File: src/rtl/fetch_unit_if.sv
// Fetch-stage bus: the mainMem read port, the branch redirect from execute and the
// valid/ready instruction handoff to decode. Fetch is the master; memory/execute/decode the slave.
interface fetch_unit_if #(
  parameter int ADDRESS_SIZE = 32,
  parameter int DATA_SIZE    = 32,
  parameter int ACCESS_SIZE  = 2
);
  logic [ADDRESS_SIZE-1:0] mem_addr;
  logic [ACCESS_SIZE-1:0]  mem_acc_size;
  logic                    mem_wren;
  logic                    mem_en;
  logic [DATA_SIZE-1:0]    mem_d_out;
  logic                    mem_busy;
  logic                    branch_taken;
  logic [ADDRESS_SIZE-1:0] branch_target;
  logic                    insn_ready;
  logic                    insn_valid;
  logic [DATA_SIZE-1:0]    insn_out;
  logic [ADDRESS_SIZE-1:0] pc_out;

  modport master (
    output mem_addr, mem_acc_size, mem_wren, mem_en, insn_valid, insn_out, pc_out,
    input  mem_d_out, mem_busy, branch_taken, branch_target, insn_ready
  );

  modport slave (
    input  mem_addr, mem_acc_size, mem_wren, mem_en, insn_valid, insn_out, pc_out,
    output mem_d_out, mem_busy, branch_taken, branch_target, insn_ready
  );
endinterface

File: src/rtl/fetch_unit.sv
// Instruction fetch stage: PC, read-only mainMem requests, valid/ready handoff to decode.
// Define FETCH_BURST_EN for 4-word burst fills into a line buffer served at 1 insn/cycle.
module fetch_unit #(
  parameter int                     ADDRESS_SIZE  = 32,
  parameter int                     DATA_SIZE     = 32,
  parameter int                     ACCESS_SIZE   = 2,
  parameter logic [ADDRESS_SIZE-1:0] START_ADDRESS = 32'h80020000
) (
  input logic           clk,
  input logic           rst_n,
  fetch_unit_if.master  bus
);

  typedef enum logic [1:0] {IDLE, REQ, GAP, HOLD} state_t;

  state_t                  state;
  logic [ADDRESS_SIZE-1:0] pc;
  logic                    handshake;
  logic [ADDRESS_SIZE-1:0] pc_seq;
  logic [ADDRESS_SIZE-1:0] target;

  // pc always names the instruction on insn_out (or the one being fetched);
  // pc_seq is where the stream stands once this edge's transfer is accounted for.
  assign handshake = bus.insn_valid && bus.insn_ready;
  assign pc_seq    = handshake ? pc + ADDRESS_SIZE'(4) : pc;
  assign target    = {bus.branch_target[ADDRESS_SIZE-1:2], 2'b00};

  assign bus.mem_wren = 1'b0;

`ifdef FETCH_BURST_EN
  logic [DATA_SIZE-1:0]    line_buf [4];
  logic [ADDRESS_SIZE-5:0] line_tag;
  logic                    line_valid;
  logic [1:0]              beat;
  logic                    line_hit;
  logic                    target_hit;

  assign line_hit   = line_valid && (line_tag == pc_seq[ADDRESS_SIZE-1:4]);
  assign target_hit = line_valid && (line_tag == target[ADDRESS_SIZE-1:4]);
`endif

  // NOTE: sequential state uses non-blocking assignments only; where two NBAs hit the
  // same register in one block the later one wins, so a capture overrides the
  // handshake's clear of insn_valid on the same edge.
  always_ff @(posedge clk) begin
    if (!rst_n) begin
      state            <= IDLE;
      pc               <= START_ADDRESS;
      bus.mem_en       <= 1'b0;
      bus.mem_addr     <= '0;
      bus.mem_acc_size <= '0;
      bus.insn_valid   <= 1'b0;
      bus.insn_out     <= '0;
      bus.pc_out       <= START_ADDRESS;
`ifdef FETCH_BURST_EN
      // NOTE: line_buf is deliberately not reset; line_valid alone qualifies its contents.
      line_valid       <= 1'b0;
      line_tag         <= '0;
      beat             <= '0;
`endif
    end else if (bus.branch_taken) begin
      // Redirect beats any capture or transfer on this edge.
      pc             <= target;
      bus.insn_valid <= 1'b0;
      bus.mem_en     <= 1'b0;
      state          <= GAP;
`ifdef FETCH_BURST_EN
      beat           <= '0;
      if (!target_hit) line_valid <= 1'b0;
`endif
    end else begin
      pc <= pc_seq;
      if (handshake) bus.insn_valid <= 1'b0;

`ifdef FETCH_BURST_EN
      case (state)
        REQ: begin
          if (!bus.mem_busy) begin
            line_buf[beat] <= bus.mem_d_out;
            beat           <= beat + 2'd1;
            if (beat == 2'd3) begin
              bus.mem_en <= 1'b0;
              line_valid <= 1'b1;
              state      <= GAP;
            end
          end
        end
        default: begin
          if (!bus.insn_valid || handshake) begin
            if (line_hit) begin
              bus.insn_valid <= 1'b1;
              bus.insn_out   <= line_buf[pc_seq[3:2]];
              bus.pc_out     <= pc_seq;
              state          <= GAP;
            end else begin
              // pc has left the buffered line: refill the whole aligned line.
              bus.mem_en       <= 1'b1;
              bus.mem_addr     <= {pc_seq[ADDRESS_SIZE-1:4], 4'b0000};
              bus.mem_acc_size <= ACCESS_SIZE'(1);
              line_tag         <= pc_seq[ADDRESS_SIZE-1:4];
              line_valid       <= 1'b0;
              beat             <= '0;
              state            <= REQ;
            end
          end else begin
            state <= HOLD;
          end
        end
      endcase
`else
      case (state)
        IDLE: begin
          bus.mem_en       <= 1'b1;
          bus.mem_addr     <= pc_seq;
          bus.mem_acc_size <= '0;
          state            <= REQ;
        end
        REQ: begin
          bus.insn_out   <= bus.mem_d_out;
          bus.pc_out     <= bus.mem_addr;
          bus.insn_valid <= 1'b1;
          bus.mem_en     <= 1'b0;
          state          <= GAP;
        end
        GAP: begin
          // mem_en must spend a cycle low so mainMem's burst counter clears.
          if (bus.insn_valid && !bus.insn_ready) begin
            state <= HOLD;
          end else begin
            bus.mem_en       <= 1'b1;
            bus.mem_addr     <= pc_seq;
            bus.mem_acc_size <= '0;
            state            <= REQ;
          end
        end
        HOLD: begin
          if (bus.insn_ready) begin
            bus.mem_en       <= 1'b1;
            bus.mem_addr     <= pc_seq;
            bus.mem_acc_size <= '0;
            state            <= REQ;
          end
        end
        default: state <= IDLE;
      endcase
`endif
    end
  end

endmodule
File: src/flat_wrapper.sv
// flat-port wrapper written by rule: the top's interface ports become plain ports
module fetch_unit_flat 
#(
  parameter int                     ADDRESS_SIZE  = 32,
  parameter int                     DATA_SIZE     = 32,
  parameter int                     ACCESS_SIZE   = 2,
  parameter logic [ADDRESS_SIZE-1:0] START_ADDRESS = 32'h80020000
)
  (clk, rst_n, bus_mem_addr, bus_mem_acc_size, bus_mem_wren, bus_mem_en, bus_insn_valid, bus_insn_out, bus_pc_out, bus_mem_d_out, bus_mem_busy, bus_branch_taken, bus_branch_target, bus_insn_ready);
  fetch_unit_if #(.ADDRESS_SIZE(ADDRESS_SIZE), .DATA_SIZE(DATA_SIZE), .ACCESS_SIZE(ACCESS_SIZE)) bus_i ();
  input logic clk;
  input logic rst_n;
  output wire logic [$bits(bus_i.mem_addr)-1:0] bus_mem_addr;
  output wire logic [$bits(bus_i.mem_acc_size)-1:0] bus_mem_acc_size;
  output wire logic [$bits(bus_i.mem_wren)-1:0] bus_mem_wren;
  output wire logic [$bits(bus_i.mem_en)-1:0] bus_mem_en;
  output wire logic [$bits(bus_i.insn_valid)-1:0] bus_insn_valid;
  output wire logic [$bits(bus_i.insn_out)-1:0] bus_insn_out;
  output wire logic [$bits(bus_i.pc_out)-1:0] bus_pc_out;
  input wire logic [$bits(bus_i.mem_d_out)-1:0] bus_mem_d_out;
  input wire logic [$bits(bus_i.mem_busy)-1:0] bus_mem_busy;
  input wire logic [$bits(bus_i.branch_taken)-1:0] bus_branch_taken;
  input wire logic [$bits(bus_i.branch_target)-1:0] bus_branch_target;
  input wire logic [$bits(bus_i.insn_ready)-1:0] bus_insn_ready;
  assign bus_mem_addr = bus_i.mem_addr;
  assign bus_mem_acc_size = bus_i.mem_acc_size;
  assign bus_mem_wren = bus_i.mem_wren;
  assign bus_mem_en = bus_i.mem_en;
  assign bus_insn_valid = bus_i.insn_valid;
  assign bus_insn_out = bus_i.insn_out;
  assign bus_pc_out = bus_i.pc_out;
  assign bus_i.mem_d_out = bus_mem_d_out;
  assign bus_i.mem_busy = bus_mem_busy;
  assign bus_i.branch_taken = bus_branch_taken;
  assign bus_i.branch_target = bus_branch_target;
  assign bus_i.insn_ready = bus_insn_ready;
  fetch_unit #(.ADDRESS_SIZE(ADDRESS_SIZE), .DATA_SIZE(DATA_SIZE), .ACCESS_SIZE(ACCESS_SIZE), .START_ADDRESS(START_ADDRESS)) u_core (.clk(clk), .rst_n(rst_n), .bus(bus_i));
endmodule
File: config.mk
export PLATFORM = sky130hd
export DESIGN_NAME = fetch_unit_flat
export DESIGN_NICKNAME = d
export VERILOG_FILES = /design/src/rtl/fetch_unit_if.sv /design/src/rtl/fetch_unit.sv /design/src/flat_wrapper.sv
export SDC_FILE = /design/constraint.sdc
export NUM_CORES = 1
export LEC_CHECK = 0
export CAP_MARGIN = 20
export CORE_MARGIN = 10
export CORE_UTILIZATION = 41
export DETAILED_ROUTE_END_ITERATION = 16
export PLACE_DENSITY = 0.83
export SLEW_MARGIN = 20
export SYNTH_ARGS = -nofsm -noshare
export SYNTH_HDL_FRONTEND = slang
export SYNTH_SLANG_ARGS = --single-unit
File: constraint.sdc
create_clock -name clk -period 2.22 [get_ports clk]
set_clock_uncertainty 0.2 [all_clocks]
set_input_delay 0.333 -clock clk [delete_from_list [all_inputs] [get_ports clk]]
set_output_delay 0.333 -clock clk [all_outputs]
set_load 0.02 [all_outputs]
; ---- Word level (Yosys, flattened, before mapping)
; Index checks and enable logic that the tools add are counted.
[totals]
register_bits = 134
word_cells = 46
romBits = 0
latchBits = 0
memories = 0
output_inout_bits = 101
inputBits = 69
ramBits = 0
[op_classes]
n_bitwise = 2
magnitude_cmp = 0
div = 0
n_reduce_logical = 10
addsub = 1
n_eq_ne = 6
muxes = 17
mul = 0
n_shift = 0
[op_table]
columns = cell, n
row1 = 2-to-1 mux 32 bit, 4
row2 = case mux 32 bit (3 select lines), 1
row3 = adder 32 x 3 -> 32 bit (second input constant), 1
row4 = 2-to-1 mux 2 bit, 5
row5 = case mux 2 bit (4 select lines), 1
row6 = case mux 2 bit (3 select lines), 1
row7 = equality test 2 bit (second input constant), 2
row8 = 2-to-1 mux 1 bit, 4
row9 = inequality test 2 bit (second input constant), 2
row10 = case mux 1 bit (4 select lines), 1
row11 = AND reduction 2 bit, 2
row12 = AND reduction 4 bit, 1
row13 = inequality test 3 bit (second input constant), 1
row14 = nonzero test 3 bit, 1
row15 = equality test 2 x 1 -> 1 bit (second input constant), 1
row16 = logical AND 1 bit, 2
row17 = zero test 2 bit, 1
row18 = NOT 1 bit, 2
row19 = nonzero test 2 bit, 1
row20 = OR reduction 2 bit, 1
row21 = zero test 1 bit, 1

; ---- Depth between registers and ports, before layout
[logic_depth]
depth_word = 5
mapped_depth = 8
depth_no_buf = 7

; ---- Least setup slack after synthesis
; OpenSTA, ideal clock, no wires.
[synth_timing]
path_kind = register -> register
start = register u_core.state[0]
end = register u_core.bus.mem_addr[21]
arrival_ns = 1.505
stages_incl_launch_ff = 9
path_slack_ns = 0.389
setup_time_ns = 0.126
path_buffers = 2
t_required_ns = 1.894
synth_period_minus_slack_ns = 1.831
cell_sequence = dfxtp_1 -> inv_1 -> ha_1 -> a21oi_1 -> nor2_1 -> nor3_2 -> buf_2 -> buf_2 -> a21oi_1
[synth_via]
elab_chain_len = 3
elab_cells_between_ends = 8
classes_between = eq/ne: 4 / mux: 1 / reduce/logical: 3
[synth_lines]
columns = item, line_no
row1 = from (decl), fetch_unit.sv:16  ; state_t state;
row2 = from (signal assigned), fetch_unit.sv:47  ; state <= IDLE;
row3 = from (signal assigned), fetch_unit.sv:66  ; state <= GAP;
row4 = from (signal assigned), fetch_unit.sv:116  ; state <= REQ;
row5 = equality test 2 bit or zero test 2 bit (tied branches), fetch_unit.sv:111  ; case (state)
row6 = inequality test 2 bit (no line) or nonzero test 3 bit (tied branches), -
row7 = AND reduction 4 bit (no line), -
row8 = to (signal assigned), fetch_unit.sv:114  ; bus.mem_addr <= pc_seq;
row9 = to (signal assigned), fetch_unit.sv:131  ; bus.mem_addr <= pc_seq;
row10 = to (signal assigned), fetch_unit.sv:139  ; bus.mem_addr <= pc_seq;
row11 = to (decl), fetch_unit_if.sv:22  ; output mem_addr, mem_acc_size, mem_wren, mem_en, insn_valid, insn_out, pc_out,
; Several ways; a longest one is shown, not always the timed one.
; A chain may end at the register's enable or synchronous reset.

; ---- Final worst setup path
[layout_timing]
start = register u_core.bus.insn_valid
end = output bus_insn_valid
[layout_rtl]
columns = item, line_no
row1 = from (decl), fetch_unit_if.sv:22
row2 = from (signal assigned), fetch_unit.sv:52  ; bus.insn_valid <= 1'b0;
row3 = from (signal assigned), fetch_unit.sv:64  ; bus.insn_valid <= 1'b0;
row4 = from (signal assigned), fetch_unit.sv:73  ; if (handshake) bus.insn_valid <= 1'b0;
row5 = to (decl), flat_wrapper.sv:17  ; output wire logic [$bits(bus_i.insn_valid)-1:0] bus_insn_valid;
; No word-level cell between the ends.

==> impl_metrics.csv <==
group,metric,value,unit
status,status,"completed",
worst_setup_path,cp_slowest_cell,"clkdlybuf4s50_1",
yosys,ys_types,39,
sta,fmax,495,MHz
sta,drv_slew,0,
drt,wl_per_cell,15.8,um
grt,grt_use_total,16.8,%
yosys,synth_edf_count,0,
worst_hold_path,hp-class,"flip-flop to flip-flop",
place,dp.cells,891,
clock_tree,ctsLongestPathBuffers,2,
yosys,ys_async_sr_fraction,0,%
layout,n_antenna_cell,0,
clock_tree,numCtsBuffers,17,
yosys,avgSynthCellArea,8.31,sq um
layout,area_growth,48.2,%
sta,fin_crit_sh,91.0,%
worst_setup_path,cp_max_fo,7,
sta,setup_viol,0,
yosys,synthCells,604,
worst_setup_path,cp_slowest_stage_delay,0.66,ns
layout,final_common_cell,"clkdlybuf4s50_1",
worst_setup_path,reg2reg_slack,0.24,ns
worst_setup_path,required,1.69,ns
grt,grt_max_degree,55,
power,power.density,791,nW/um^2
drt,met3_length,1.27,mm
drt,dr_total_vias,4646,
floorplanning,start_util,41.8,%
sta,hold_viol,0,
clock_tree,numClockSinks,126,
drt,drt-initial-drc-count,296,
drt,top_layer,"met4",
worst_setup_path,path_buf_inv,1,
worst_setup_path,arrival,1.49,ns
clock_tree,clkTransAtPathRegs,0.05,ns
floorplanning,ios,170,
grt,grt_pass1_wl,22.5,mm
yosys,synth.cell_area,5020,sq um
worst_setup_path,crit_path_start_kind,"flip-flop",
clock_tree,postCtsSetupBuffers,0,
yosys,yosysSeqAreaShare,50.2,%
worst_setup_path,worst-path-stages,1,
worst_setup_path,setup.worst_path.start,"u_core.bus.insn_valid$_SDFFE_PP0P_",
place,place_hpwl,10.4,mm
worst_setup_path,r2r-start,"u_core.pc[2]$_SDFF_PN0_",
worst_setup_path,path_delay_family,"buffers and inverters",
clock_tree,htreeDepth,4,
place,gp_congestion,0.835,
worst_setup_path,endpoint_kind,"output port",
layout,nNetsFinal,837,
drt,met2_length,7.00,mm
power,leakagePower,2.71,nW
worst_setup_path,rr_worst_depth,6,
floorplanning,dieArea,17100,sq um
sta,fin_crit,2.02,ns
place,numPortBuffers,159,
layout,fin_util,61.9,%
worst_setup_path,endpoint,"bus_insn_valid",
floorplanning,rows,40,
yosys,ys_ff_latch,126,
grt,grt_pass1_vias,4499,
sta,rsz0062_at_grt,"no",
grt,grt-ovfl-total,0,
drt,vias_per_cell,5.03,
floorplanning,die-width,131,um
floorplanning,core-area,12000,sq um
clock_tree,clock_latency,0.41,ns
sta,timing.hold.ws,0.251,ns
worst_setup_path,path_cells,"clkdlybuf4s50_1",
floorplanning,die_h,131,um
run,cap_violations,0,
layout,layout-drive-gt1-share,8.76,%
drt,drc,0,
drt,wl,14.5,mm
grt,grt_antenna_before_repair,0,
layout,most-common-layout-cells,"clkdlybuf4s50_1 (159), nand2_1 (139), dfxtp_1 (125)",
yosys,ys_warn_count,0,
layout,fill_cells,1025,
drt,dr.pass1.iters,4,
clock_tree,cts-root-buf,"clkbuf_16",
sta,setup_tns,0,ns
worst_setup_path,r2r-end,"u_core.bus.mem_addr[24]$_SDFFE_PN0P_",
worst_setup_path,path_class,"flip-flop to output port",
drt,postRouteAntennaNets,0,
yosys,ys.flop_type,"dfxtp_1",
drt,wl_met1,6.14,mm
layout,stdcell_count,923,
power,ir_drop,0.458,mV
clock_tree,cts_tree,"built",
power,power.total,5.88,mW
## logic make-up (layout without fill, tap and decap cells)
family	count (synthesis)	in the layout	share of synthesized area (%)
mux	2	2	0.399
xor+xnor	28	28	4.89
simple gates	224	224	20.4
flops	126	126	50.2
fa+ha+maj	5	5	1.25
compound gates	165	165	17.8
buf+inv	53	219	4.91
other cells	1	7	0.0747
## registers in the layout, summed over array words and instances, names as in the netlist
register               cells
u_core.bus.insn_valid      1
u_core.state               2
u_core.bus.mem_en          1
u_core.bus.pc_out         30
u_core.pc                 30
u_core.bus.insn_out       32
u_core.bus.mem_addr       30
## routing by layer
layer / vias to the layer above / track usage [%]
met5: - / 0
met4: 0 / 6.41
met3: 8 / 7.09
met2: 144 / 27.4
met1: 2139 / 19.1
li1: 2355 / -
## synth_stat cells, types with 5 or more instances
library cell / count / share of area, %
nand2_1: 140 / 10
dfxtp_1: 126 / 50
a21oi_1: 104 / 10
o21ai_0: 40 / 4.0
nor2_1: 32 / 2.4
clkbuf_1: 30 / 2.2
xor2_1: 20 / 3.5
nand3_1: 18 / 1.8
a211oi_1: 11 / 1.6
xnor2_1: 8 / 1.4
and3_1: 7 / 0.87
buf_4: 7 / 1.0
nand4_1: 7 / 0.87
buf_2: 5 / 0.50
ha_1: 5 / 1.2
inv_1: 5 / 0.37
## what timing repair did
action	CTS	global route
hold buffers	0	0
endpoints found under the setup margin	0	1
gates resized for setup	0	1
## tightest hold or removal path, stage by stage, from the launching register on
cell and delay (ns):
dfxtp_1 0.30, nand2_1 0.05, a21oi_1 0.05
## power breakdown
group          internal [mW]  switching (mW)  total, mW  leakage (nW)
Combinational          0.334           0.354      0.688          1.38
Sequential              2.38          0.0905       2.47          1.03
Clock                   1.79           0.935       2.73         0.294
## how the worst min path moves through the flow
stage	startpoint	end	slack, ns	depth (start not counted)
floorplan	bus_mem_d_out[0]	u_core.bus.insn_out[0]$_SDFFE_PN0P_	0.27	2
global placement	u_core.bus.insn_out[8]$_SDFFE_PN0P_	u_core.bus.insn_out[8]$_SDFFE_PN0P_	0.24	2
detailed placement	u_core.bus.pc_out[11]$_SDFFE_PN0P_	u_core.bus.pc_out[11]$_SDFFE_PN0P_	0.25	2
CTS	bus_mem_d_out[1]	u_core.bus.insn_out[1]$_SDFFE_PN0P_	0.25	3
global route	u_core.bus.insn_out[4]$_SDFFE_PN0P_	u_core.bus.insn_out[4]$_SDFFE_PN0P_	0.27	2
finish	u_core.bus.pc_out[4]$_SDFFE_PN0P_	u_core.bus.pc_out[4]$_SDFFE_PN0P_	0.25	2
## layout make-up
class                   instances  area (sq um)  share of cell area (%)
inverters                       7          26.3                   0.353
clock inverters                 6          80.1                    1.08
clock buffers                  26           509                    6.85
well taps                     147           184                    2.47
repair buffers                180          1820                    24.5
multi-input cells             431          2290                    30.8
flip-flops and latches        126          2520                    33.9
## through the flow
| step | setup slack (ns) | instance area, sq um |
|---|---|---|
| 2_1_floorplan | 0.389 | 5040 |
| 3_3_place_gp | -0.00427 | 6850 |
| 3_5_place_dp | -0.0714 | 6850 |
| 4_1_cts | 0.0355 | 7440 |
| 5_1_grt | 0.0488 | 7440 |
| 6_report | 0.201 | 7440 |
(Power assumes the default switching activity.)
